### config.mk
export PLATFORM = sky130hd
export DESIGN_NAME = kick_sequencer_flat
export DESIGN_NICKNAME = d
export VERILOG_FILES = /design/src/rtl/kick_sequencer_if.sv /design/src/rtl/kick_sequencer.sv /design/src/flat_wrapper.sv
export SDC_FILE = /design/constraint.sdc
export NUM_CORES = 1
export LEC_CHECK = 0
export BUFFER_PORTS_ARGS = -buffer_cell sky130_fd_sc_hd__buf_4
export CORE_AREA = 2 2 59 89
export CTS_CLUSTER_SIZE = 8
export DETAILED_ROUTE_END_ITERATION = 12
export DIE_AREA = 0 0 61 91
export PLACE_DENSITY = 0.73
export SYNTH_ARGS = -nofsm -noshare
export SYNTH_HDL_FRONTEND = slang
export SYNTH_SLANG_ARGS = --single-unit
### constraint.sdc
create_clock -name clk -period 2.22 [get_ports clk]
set_clock_uncertainty 0.05 [all_clocks]
set_input_delay 0.111 -clock clk [delete_from_list [all_inputs] [get_ports clk]]
set_output_delay 0.111 -clock clk [all_outputs]
set_load 0.1 [all_outputs]
### src/rtl/kick_sequencer_if.sv
// Signal bundle between the kick command/monitor side and the kick sequencer.
// The slave modport is the sequencer view.
interface kick_sequencer_if;
   logic       cmd_valid;
   logic       cmd_ready;
   logic       cmd_abort;
   logic       done_in;
   logic       trigger_in;
   logic       kick;
   logic       busy;
   logic       kick_done;
   logic       fault;
   logic [1:0] fault_code;
   logic       fault_clr;
   logic [7:0] kick_count;

   modport master (
      output cmd_valid, cmd_abort, done_in, trigger_in, fault_clr,
      input  cmd_ready, kick, busy, kick_done, fault, fault_code, kick_count
   );

   modport slave (
      input  cmd_valid, cmd_abort, done_in, trigger_in, fault_clr,
      output cmd_ready, kick, busy, kick_done, fault, fault_code, kick_count
   );
endinterface

### src/rtl/kick_sequencer.sv
// Kick initiator: waits for a stable charge, fires a one-cycle kick, confirms the
// discharge window, enforces cooldown and latches charger/driver timeouts as faults.
module kick_sequencer #(
   parameter int STABLE_CYCLES     = 4,
   parameter int CHARGE_TIMEOUT    = 50_000_000,
   parameter int CONFIRM_TIMEOUT   = 8,
   parameter int DISCHARGE_TIMEOUT = 2_097_152,
   parameter int COOLDOWN_CYCLES   = 1_000_000,
   parameter int TW                = 26
) (
   input logic              clk,
   input logic              reset,
   kick_sequencer_if.slave  bus
);

   localparam int SW = $clog2(STABLE_CYCLES + 1);

   localparam logic [TW-1:0] CHARGE_LAST    = TW'(CHARGE_TIMEOUT - 1);
   localparam logic [TW-1:0] CONFIRM_LAST   = TW'(CONFIRM_TIMEOUT - 1);
   localparam logic [TW-1:0] DISCHARGE_LAST = TW'(DISCHARGE_TIMEOUT - 1);
   localparam logic [TW-1:0] COOLDOWN_LAST  = TW'(COOLDOWN_CYCLES - 1);
   localparam logic [SW-1:0] STABLE_FULL    = SW'(STABLE_CYCLES);

   typedef enum logic [2:0] {
      IDLE,
      WAIT_CHARGE,
      FIRE,
      CONFIRM,
      DISCHARGE,
      COOLDOWN,
      FAULT
   } state_t;

   state_t        state;
   state_t        next_state;
   logic [1:0]    next_code;
   logic [TW-1:0] timer;
   logic [SW-1:0] stable;
   logic          kick_r;
   logic          kick_done_r;
   logic [1:0]    fault_code_r;
   logic [7:0]    kick_count_r;

   always_ff @(posedge clk or posedge reset) begin
      if (reset) begin
         state <= IDLE;
      end else begin
         state <= next_state;
      end
   end

   // Abort beats fire beats charge timeout; a trigger edge on the last
   // confirm/discharge cycle beats the timeout.
   always_comb begin
      next_state = state;
      next_code  = fault_code_r;
      case (state)
         IDLE: begin
            if (bus.cmd_valid) next_state = WAIT_CHARGE;
         end
         WAIT_CHARGE: begin
            if (bus.cmd_abort) begin
               next_state = IDLE;
            end else if (stable == STABLE_FULL) begin
               next_state = FIRE;
            end else if (timer == CHARGE_LAST) begin
               next_state = FAULT;
               next_code  = 2'd1;
            end
         end
         FIRE: begin
            next_state = CONFIRM;
         end
         CONFIRM: begin
            if (bus.trigger_in) begin
               next_state = DISCHARGE;
            end else if (timer == CONFIRM_LAST) begin
               next_state = FAULT;
               next_code  = 2'd2;
            end
         end
         DISCHARGE: begin
            if (!bus.trigger_in) begin
               next_state = COOLDOWN;
            end else if (timer == DISCHARGE_LAST) begin
               next_state = FAULT;
               next_code  = 2'd3;
            end
         end
         COOLDOWN: begin
            if (timer == COOLDOWN_LAST) next_state = IDLE;
         end
         FAULT: begin
            if (bus.fault_clr) begin
               next_state = IDLE;
               next_code  = 2'd0;
            end
         end
         default: begin
            next_state = IDLE;
            next_code  = 2'd0;
         end
      endcase
   end

   // The timer restarts on every state change and idles at zero where no limit applies.
   always_ff @(posedge clk or posedge reset) begin
      if (reset) begin
         timer        <= '0;
         stable       <= '0;
         kick_r       <= 1'b0;
         kick_done_r  <= 1'b0;
         fault_code_r <= 2'd0;
         kick_count_r <= 8'd0;
      end else begin
         if (next_state != state || state == IDLE || state == FAULT) begin
            timer <= '0;
         end else begin
            timer <= timer + TW'(1);
         end

         if (state != WAIT_CHARGE || !bus.done_in) begin
            stable <= '0;
         end else if (stable != STABLE_FULL) begin
            stable <= stable + SW'(1);
         end

         kick_r       <= (next_state == FIRE);
         kick_done_r  <= (state == COOLDOWN) && (next_state == IDLE);
         fault_code_r <= next_code;
         if ((state == COOLDOWN) && (next_state == IDLE)) begin
            kick_count_r <= kick_count_r + 8'd1;
         end
      end
   end

   assign bus.cmd_ready  = (state == IDLE);
   assign bus.fault      = (state == FAULT);
   assign bus.busy       = (state != IDLE) && (state != FAULT);
   assign bus.kick       = kick_r;
   assign bus.kick_done  = kick_done_r;
   assign bus.fault_code = fault_code_r;
   assign bus.kick_count = kick_count_r;

endmodule

### src/flat_wrapper.sv
// flat-port wrapper written by rule: the top's interface ports become plain ports
module kick_sequencer_flat 
#(
   parameter int STABLE_CYCLES     = 4,
   parameter int CHARGE_TIMEOUT    = 50_000_000,
   parameter int CONFIRM_TIMEOUT   = 8,
   parameter int DISCHARGE_TIMEOUT = 2_097_152,
   parameter int COOLDOWN_CYCLES   = 1_000_000,
   parameter int TW                = 26
)
  (clk, reset, bus_cmd_valid, bus_cmd_abort, bus_done_in, bus_trigger_in, bus_fault_clr, bus_cmd_ready, bus_kick, bus_busy, bus_kick_done, bus_fault, bus_fault_code, bus_kick_count);
  kick_sequencer_if bus_i ();
  input logic clk;
  input logic reset;
  input wire logic [$bits(bus_i.cmd_valid)-1:0] bus_cmd_valid;
  input wire logic [$bits(bus_i.cmd_abort)-1:0] bus_cmd_abort;
  input wire logic [$bits(bus_i.done_in)-1:0] bus_done_in;
  input wire logic [$bits(bus_i.trigger_in)-1:0] bus_trigger_in;
  input wire logic [$bits(bus_i.fault_clr)-1:0] bus_fault_clr;
  output wire logic [$bits(bus_i.cmd_ready)-1:0] bus_cmd_ready;
  output wire logic [$bits(bus_i.kick)-1:0] bus_kick;
  output wire logic [$bits(bus_i.busy)-1:0] bus_busy;
  output wire logic [$bits(bus_i.kick_done)-1:0] bus_kick_done;
  output wire logic [$bits(bus_i.fault)-1:0] bus_fault;
  output wire logic [$bits(bus_i.fault_code)-1:0] bus_fault_code;
  output wire logic [$bits(bus_i.kick_count)-1:0] bus_kick_count;
  assign bus_i.cmd_valid = bus_cmd_valid;
  assign bus_i.cmd_abort = bus_cmd_abort;
  assign bus_i.done_in = bus_done_in;
  assign bus_i.trigger_in = bus_trigger_in;
  assign bus_i.fault_clr = bus_fault_clr;
  assign bus_cmd_ready = bus_i.cmd_ready;
  assign bus_kick = bus_i.kick;
  assign bus_busy = bus_i.busy;
  assign bus_kick_done = bus_i.kick_done;
  assign bus_fault = bus_i.fault;
  assign bus_fault_code = bus_i.fault_code;
  assign bus_kick_count = bus_i.kick_count;
  kick_sequencer #(.STABLE_CYCLES(STABLE_CYCLES), .CHARGE_TIMEOUT(CHARGE_TIMEOUT), .CONFIRM_TIMEOUT(CONFIRM_TIMEOUT), .DISCHARGE_TIMEOUT(DISCHARGE_TIMEOUT), .COOLDOWN_CYCLES(COOLDOWN_CYCLES), .TW(TW)) u_core (.clk(clk), .reset(reset), .bus(bus_i));
endmodule
Word level (Yosys, flattened, before mapping)

Index checks and enable logic that the tools add are counted.
Widths: inputs -> output; s select.

$add $sub $neg: 3
Equality and inequality tests: 24
Mux-type cells: 23
Bitwise logic cells: 1
Reductions and logical operators: 12

Operators by type and width:

| cell                  | number |
|---|---|
| $mux 3                | 12 |
| $add 26x1->26 const B | 1 |
| $eq 26x20->1 const B  | 1 |
| $eq 26x21->1 const B  | 1 |
| $eq 26x26->1 const B  | 1 |
| $eq 26x3->1 const B   | 1 |
| $mux 26               | 1 |
| $pmux 3 s7            | 1 |
| $mux 2                | 8 |
| $eq 3x3->1 const B    | 4 |
| $ne 2x2->1 const B    | 5 |
| $pmux 2 s5            | 1 |
| $eq 3x2->1 const B    | 3 |
| $reduce_and 9->1      | 1 |
| $add 8x1->8 const B   | 1 |
| $logic_not 3->1       | 2 |
| $ne 2x1->1 const B    | 3 |
| $ne 3x3->1 const B    | 2 |
| $add 3x1->3 const B   | 1 |
| $eq 3x1->1 const B    | 1 |
| $logic_or 1x1->1      | 3 |
| $ne 3x1->1 const B    | 1 |
| $ne 3x3->1            | 1 |
| $reduce_bool 3->1     | 1 |
| other kinds (5)       | 6 |

Register bits: 44
Input bits: 7
Output and inout bits: 15
Logic and storage cells: 70

Depth between registers and ports, before layout

Depth in word-level cells: 9
Gate-level depth with buffers: 9
Gate-level depth less buffers: 8

Worst setup path after synthesis

OpenSTA, ideal clock, no wires.

Path type: register to output
Start point: reg u_core.state[1]
End point: out bus_busy
Arrival time: 4038 ps
Data required time: 2059 ps
Setup slack: -1979 ps
Cell stages (with the launch flop): 4
Path buffers: 1
Cells stage by stage: dfrtp_1 -> clkbuf_1 -> nor3_1 -> nor2_1

Longest elaborated chain between the ends: 2
Elaborated cells between the ends (all ways): 3
Classes of those cells: 1 x eq/ne; 2 x reduce/logical

RTL lines:

| item                                            | RTL line              | RTL |
|---|---|---|
| start: declaration                              | kick_sequencer.sv:34  | `state_t state;` |
| start signal: assignment                        | kick_sequencer.sv:48  | `state <= next_state;` |
| $ne 3x3->1 or $reduce_bool 3->1 (tied branches) | kick_sequencer.sv:139 | `assign bus.busy = (state != IDLE) && (state != FAULT);` |
| $logic_and 1x1->1 *                             | kick_sequencer.sv:139 |  |
| end: declaration                                | flat_wrapper.sv:22    | `output wire logic [$bits(bus_i.busy)-1:0] bus_busy;` |

Every way passes the cells marked *; elsewhere a longest branch is shown, timed or not.

Worst setup path in the final report

Start point: reg u_core.timer[22]
End point: reg u_core.timer[10]

Longest elaborated chain between the ends: 9
Elaborated cells between the ends (all ways): 17
Classes of those cells: 5 x eq/ne; 10 x mux; 2 x reduce/logical

RTL lines:

| item                             | RTL line              | RTL |
|---|---|---|
| start: declaration               | kick_sequencer.sv:37  | `logic [TW-1:0] timer;` |
| start signal: assignment         | kick_sequencer.sv:119 | `timer <= timer + TW'(1);` |
| $eq 26x26->1                     | kick_sequencer.sv:66  | `end else if (timer == CHARGE_LAST) begin` |
| $mux 3                           | kick_sequencer.sv:66  |  |
| $mux 3                           | kick_sequencer.sv:64  | `end else if (stable == STABLE_FULL) begin` |
| $mux 3                           | kick_sequencer.sv:62  | `if (bus.cmd_abort) begin` |
| $pmux 3 s7 *                     | kick_sequencer.sv:57  | `case (state)` |
| $ne 3x3->1 *                     | kick_sequencer.sv:116 | `if (next_state != state \|\| state == IDLE \|\| state == FAULT) begin` |
| $logic_or 1x1->1 * (2 in series) | kick_sequencer.sv:116 |  |
| $mux 26 *                        | kick_sequencer.sv:116 |  |

Marks and branches as above.
A chain may end at the register's enable or synchronous reset.

==> impl_metrics.py <==
metrics = {
    "synth": {
        "synth.avg_cell_area_um2": 9.27,
        "ys_types": 42,
        "synth_mux_area_frac": 0.00458,
        "synth_seq_area_share": 0.448,
        "synth_fa_ha_area_frac": 0.0255,
        "syn_inst": 265,
        "yosys.area_share.xor_xnor": 0.114,
        "synth-warning-count": 0,
        "syn_area_um2": 2460,
        "synth-compound-area-share": 0.0667,
        "synth_top_family_by_area": "simple AND/OR/NAND/NOR gates",
        "ys_seq_elements": 44,
        "synth-simple-area-share": 0.312,
        "synth_nets": 277,
    },
    "worst_hold_path": {
        "hold_depth": 3,
        "min_path_type": "primary input to flip-flop",
        "whs_endpoint": "u_core.stable[0]$_DFFE_PP0P_",
        "min_from": "bus_done_in",
    },
    "drt": {
        "wl_per_cell_um": 15.6,
        "via_per_inst": 5.76,
        "drc": 0,
        "antenna_left": 0,
        "drt_iter0_markers": 230,
        "drt_wl_total_um": 6150,
        "drt_first_pass_iters": 4,
        "vias": 2265,
    },
    "global_route": {
        "grt_pass1_wl_um": 9630,
        "overflow": 0,
        "grt_start_max_net_pins": 23,
        "grt_pass1_vias": 2149,
        "grt.total_usage": 0.229,
        "antenna_found_initial": 0,
    },
    "critical_path": {
        "crit_path_end_kind": "flip-flop",
        "path_cells": "or4_4 > or4_4 > o21bai_2 > o211ai_1 > buf_4 > o2111ai_4 > nor2_1",
        "slowest_delay_ps": 530,
        "reg2reg_slack_ps": -190,
        "crit_path_start_kind": "flip-flop",
        "rr_startpoint": "u_core.timer[22]$_DFF_PP0_",
        "cp_max_fo": 9,
        "critPathKind": "flip-flop to flip-flop",
        "cp_slowest_cell": "or4_4",
        "r2r-end": "u_core.timer[10]$_DFF_PP0_",
        "worstPathRequired_ps": 2350,
        "crit_arrival_ps": 2540,
        "cpMostUsedCell": "or4_4",
        "reg2regPathDepth": 7,
    },
    "sta": {
        "timing.slew.headroom": 0.465,
        "hold_viol_final": 0,
        "setup_viol": 31,
        "period_share": 1.09,
        "max_freq_mhz": 415,
        "finalCriticalPeriod_ps": 2410,
        "fin_ws_ps": -190,
        "rsz0062_at_grt": "yes",
        "maxSlewViolCount": 0,
        "fin_setup_tns_ps": -4750,
        "worst_pin_slew_ps": 797,
    },
    "placed_design": {
        "io_buffers": 21,
        "placed_cells": 377,
        "dpl.hpwl_um": 4260,
        "gp_congestion": 0.867,
    },
    "floorplan": {
        "core_um2": 4770,
        "dieArea_um2": 5550,
        "initial_core_util": 0.515,
        "die_y_um": 91,
        "num_rows": 31,
        "pin_count": 22,
        "fp.dieW_um": 61,
    },
    "clock_network": {
        "h-tree-depth": 2,
        "cts_tree": "yes",
        "numClockSinks": 44,
        "cts-root-buf": "clkbuf_8",
        "clock_path_buffers": 2,
        "clk_latency_ps": 310,
        "clk_pin_slew_ps": 90,
        "numCtsBuffers": 5,
    },
    "final_layout": {
        "final_cell_mix": "buf_4, dfrtp_1, nor2_1",
        "nFillCells": 407,
        "drive_gt1_frac": 0.291,
        "diodes": 0,
        "stdcell_count": 393,
        "fin_nets": 338,
        "syn2layout_area_growth_pct": 32.1,
        "layout_commonest_cell": "buf_4",
    },
    "outcome": {
        "violations": "negative setup slack",
        "status": "complete, but fails checks",
    },
    "power_and_ir_drop": {
        "leakagePower_nw": 1.44,
        "vdd_drop_max_uv": 569,
        "power.density_nw_per_um2": 911,
    },
    "run": {
        "cap_violations": 0,
    },
}
cells in the mapped netlist:
| library cell | number | share of area |
|---|---|---|
| inv_1 | 8 | 0.012 |
| buf_6 | 2 | 0.0092 |
| a22oi_1 | 2 | 0.0061 |
| dfrtp_1 | 44 | 0.45 |
| nor4_1 | 5 | 0.013 |
| ha_1 | 5 | 0.025 |
| o31ai_1 | 1 | 0.0031 |
| a31oi_1 | 2 | 0.0051 |
| or4_1 | 2 | 0.0061 |
| nor2_1 | 45 | 0.069 |
| and4_1 | 6 | 0.021 |
| nand2b_1 | 2 | 0.0051 |
| o21a_1 | 1 | 0.0031 |
| o211ai_1 | 1 | 0.0031 |
| o21ai_1 | 1 | 0.0020 |
| nor4bb_1 | 1 | 0.0041 |
| nor3b_1 | 1 | 0.0031 |
| and3_2 | 1 | 0.0031 |
| and3_1 | 8 | 0.020 |
| or4_4 | 2 | 0.0092 |
| o21ai_2 | 1 | 0.0036 |
| nand4_1 | 14 | 0.036 |
| mux2_2 | 1 | 0.0046 |
| o2111ai_2 | 1 | 0.0061 |
| and2_1 | 4 | 0.010 |
| clkbuf_1 | 3 | 0.0046 |
| o21bai_1 | 1 | 0.0031 |
| nand3_1 | 14 | 0.029 |
| xnor2_1 | 15 | 0.053 |
| nor4_2 | 1 | 0.0051 |
| o22a_1 | 2 | 0.0071 |
| o21ai_0 | 7 | 0.014 |
| or3b_4 | 1 | 0.0046 |
| nand4b_1 | 2 | 0.0071 |
| nor2b_1 | 3 | 0.0076 |
| xor2_1 | 17 | 0.061 |
| and4b_1 | 1 | 0.0041 |
| nand2_1 | 22 | 0.034 |
| buf_4 | 1 | 0.0031 |
| a21oi_1 | 5 | 0.010 |
| nor3b_2 | 1 | 0.0051 |
| nor3_1 | 8 | 0.016 |
state kept, by name (all words and copies together) (netlist names):
signal	flops
u_core.timer	26
u_core.bus.kick_count	8
u_core.stable	3
u_core.state	3
u_core.bus.fault_code	2
u_core.bus.kick	1
u_core.bus.kick_done	1
cells by family after synthesis:
kind of cell	count (synthesis)
mux	1
simple gates	144
buf+inv	14
fa+ha+maj	5
compound gates	25
flops	44
xor+xnor	32
worst max-delay path: cells and delay by family, from the launching register on:
family | cells | cell delay, ps
AO/OA/AOI/OAI | 3 | 500
buffers and inverters | 1 | 200
flip-flops | 1 | 400
AND/OR/NAND/NOR | 3 | 1130
power breakdown:
group | switching (W) | leakage (nW) | internal [W]
sequential | 0.0000515 | 0.604 | 0.000861
clock | 0.000296 | 0.0548 | 0.000339
combinational | 0.000941 | 0.781 | 0.000467
what timing repair did:
| item | CTS | global route |
|---|---|---|
| gates cloned | 0 | 2 |
| hold buffers | 1 | 0 |
| setup buffers | 1 | 5 |
| pin swaps | 7 | 10 |
| endpoints found under the hold margin | 20 | 0 |
| setup endpoints to repair | 31 | 39 |
| gates resized for setup | 15 | 15 |
layer usage:
metal | up-vias | wire length (µm) | track usage
met4 | 0 | 248 | 0.120
met1 | 1103 | 2370 | 0.265
met2 | 76 | 3290 | 0.384
li1 | 1061 | - | -
met3 | 25 | 236 | 0.0442
met5 | - | 0 | 0
cell type report:
class	count	area [µm²]	share of cell area
Timing Repair Buffer	58	454	0.140
Tap cell	66	82.6	0.0255
Sequential cell	44	1100	0.339
Clock inverter	3	46.3	0.0143
Clock buffer	5	68.8	0.0212
Multi-Input combinational cell	209	1460	0.450
Inverter	8	30.0	0.00926
stage by stage:
stage          setup slack, ps  total power (W)  hold slack [ps]  instance area (µm²)   util
3_5_place_dp              -125          0.00207              157                 2930  0.613
6_report                  -190          0.00296             38.2                 3240  0.680
3_3_place_gp              -113          0.00205              146                 2930  0.613
5_1_grt                   -266          0.00311             66.1                 3240  0.680
4_1_cts                   -122          0.00276             41.6                 3110  0.653
2_1_floorplan            -76.3          0.00178              218                 2480      -
how the worst max path moves through the flow:
stage               slack, ps                  startpoint                                   end
floorplan                 -80  u_core.timer[25]$_DFF_PP0_  u_core.bus.kick_count[7]$_DFFE_PP0P_
global placement         -110  u_core.timer[25]$_DFF_PP0_             u_core.bus.kick$_DFF_PP0_
detailed placement       -120  u_core.timer[25]$_DFF_PP0_  u_core.bus.kick_count[7]$_DFFE_PP0P_
CTS                      -120  u_core.timer[25]$_DFF_PP0_  u_core.bus.kick_count[7]$_DFFE_PP0P_
global route             -270  u_core.timer[22]$_DFF_PP0_             u_core.timer[9]$_DFF_PP0_
finish                   -190  u_core.timer[22]$_DFF_PP0_            u_core.timer[10]$_DFF_PP0_
Note: power is estimated with default switching activity, not from simulation.
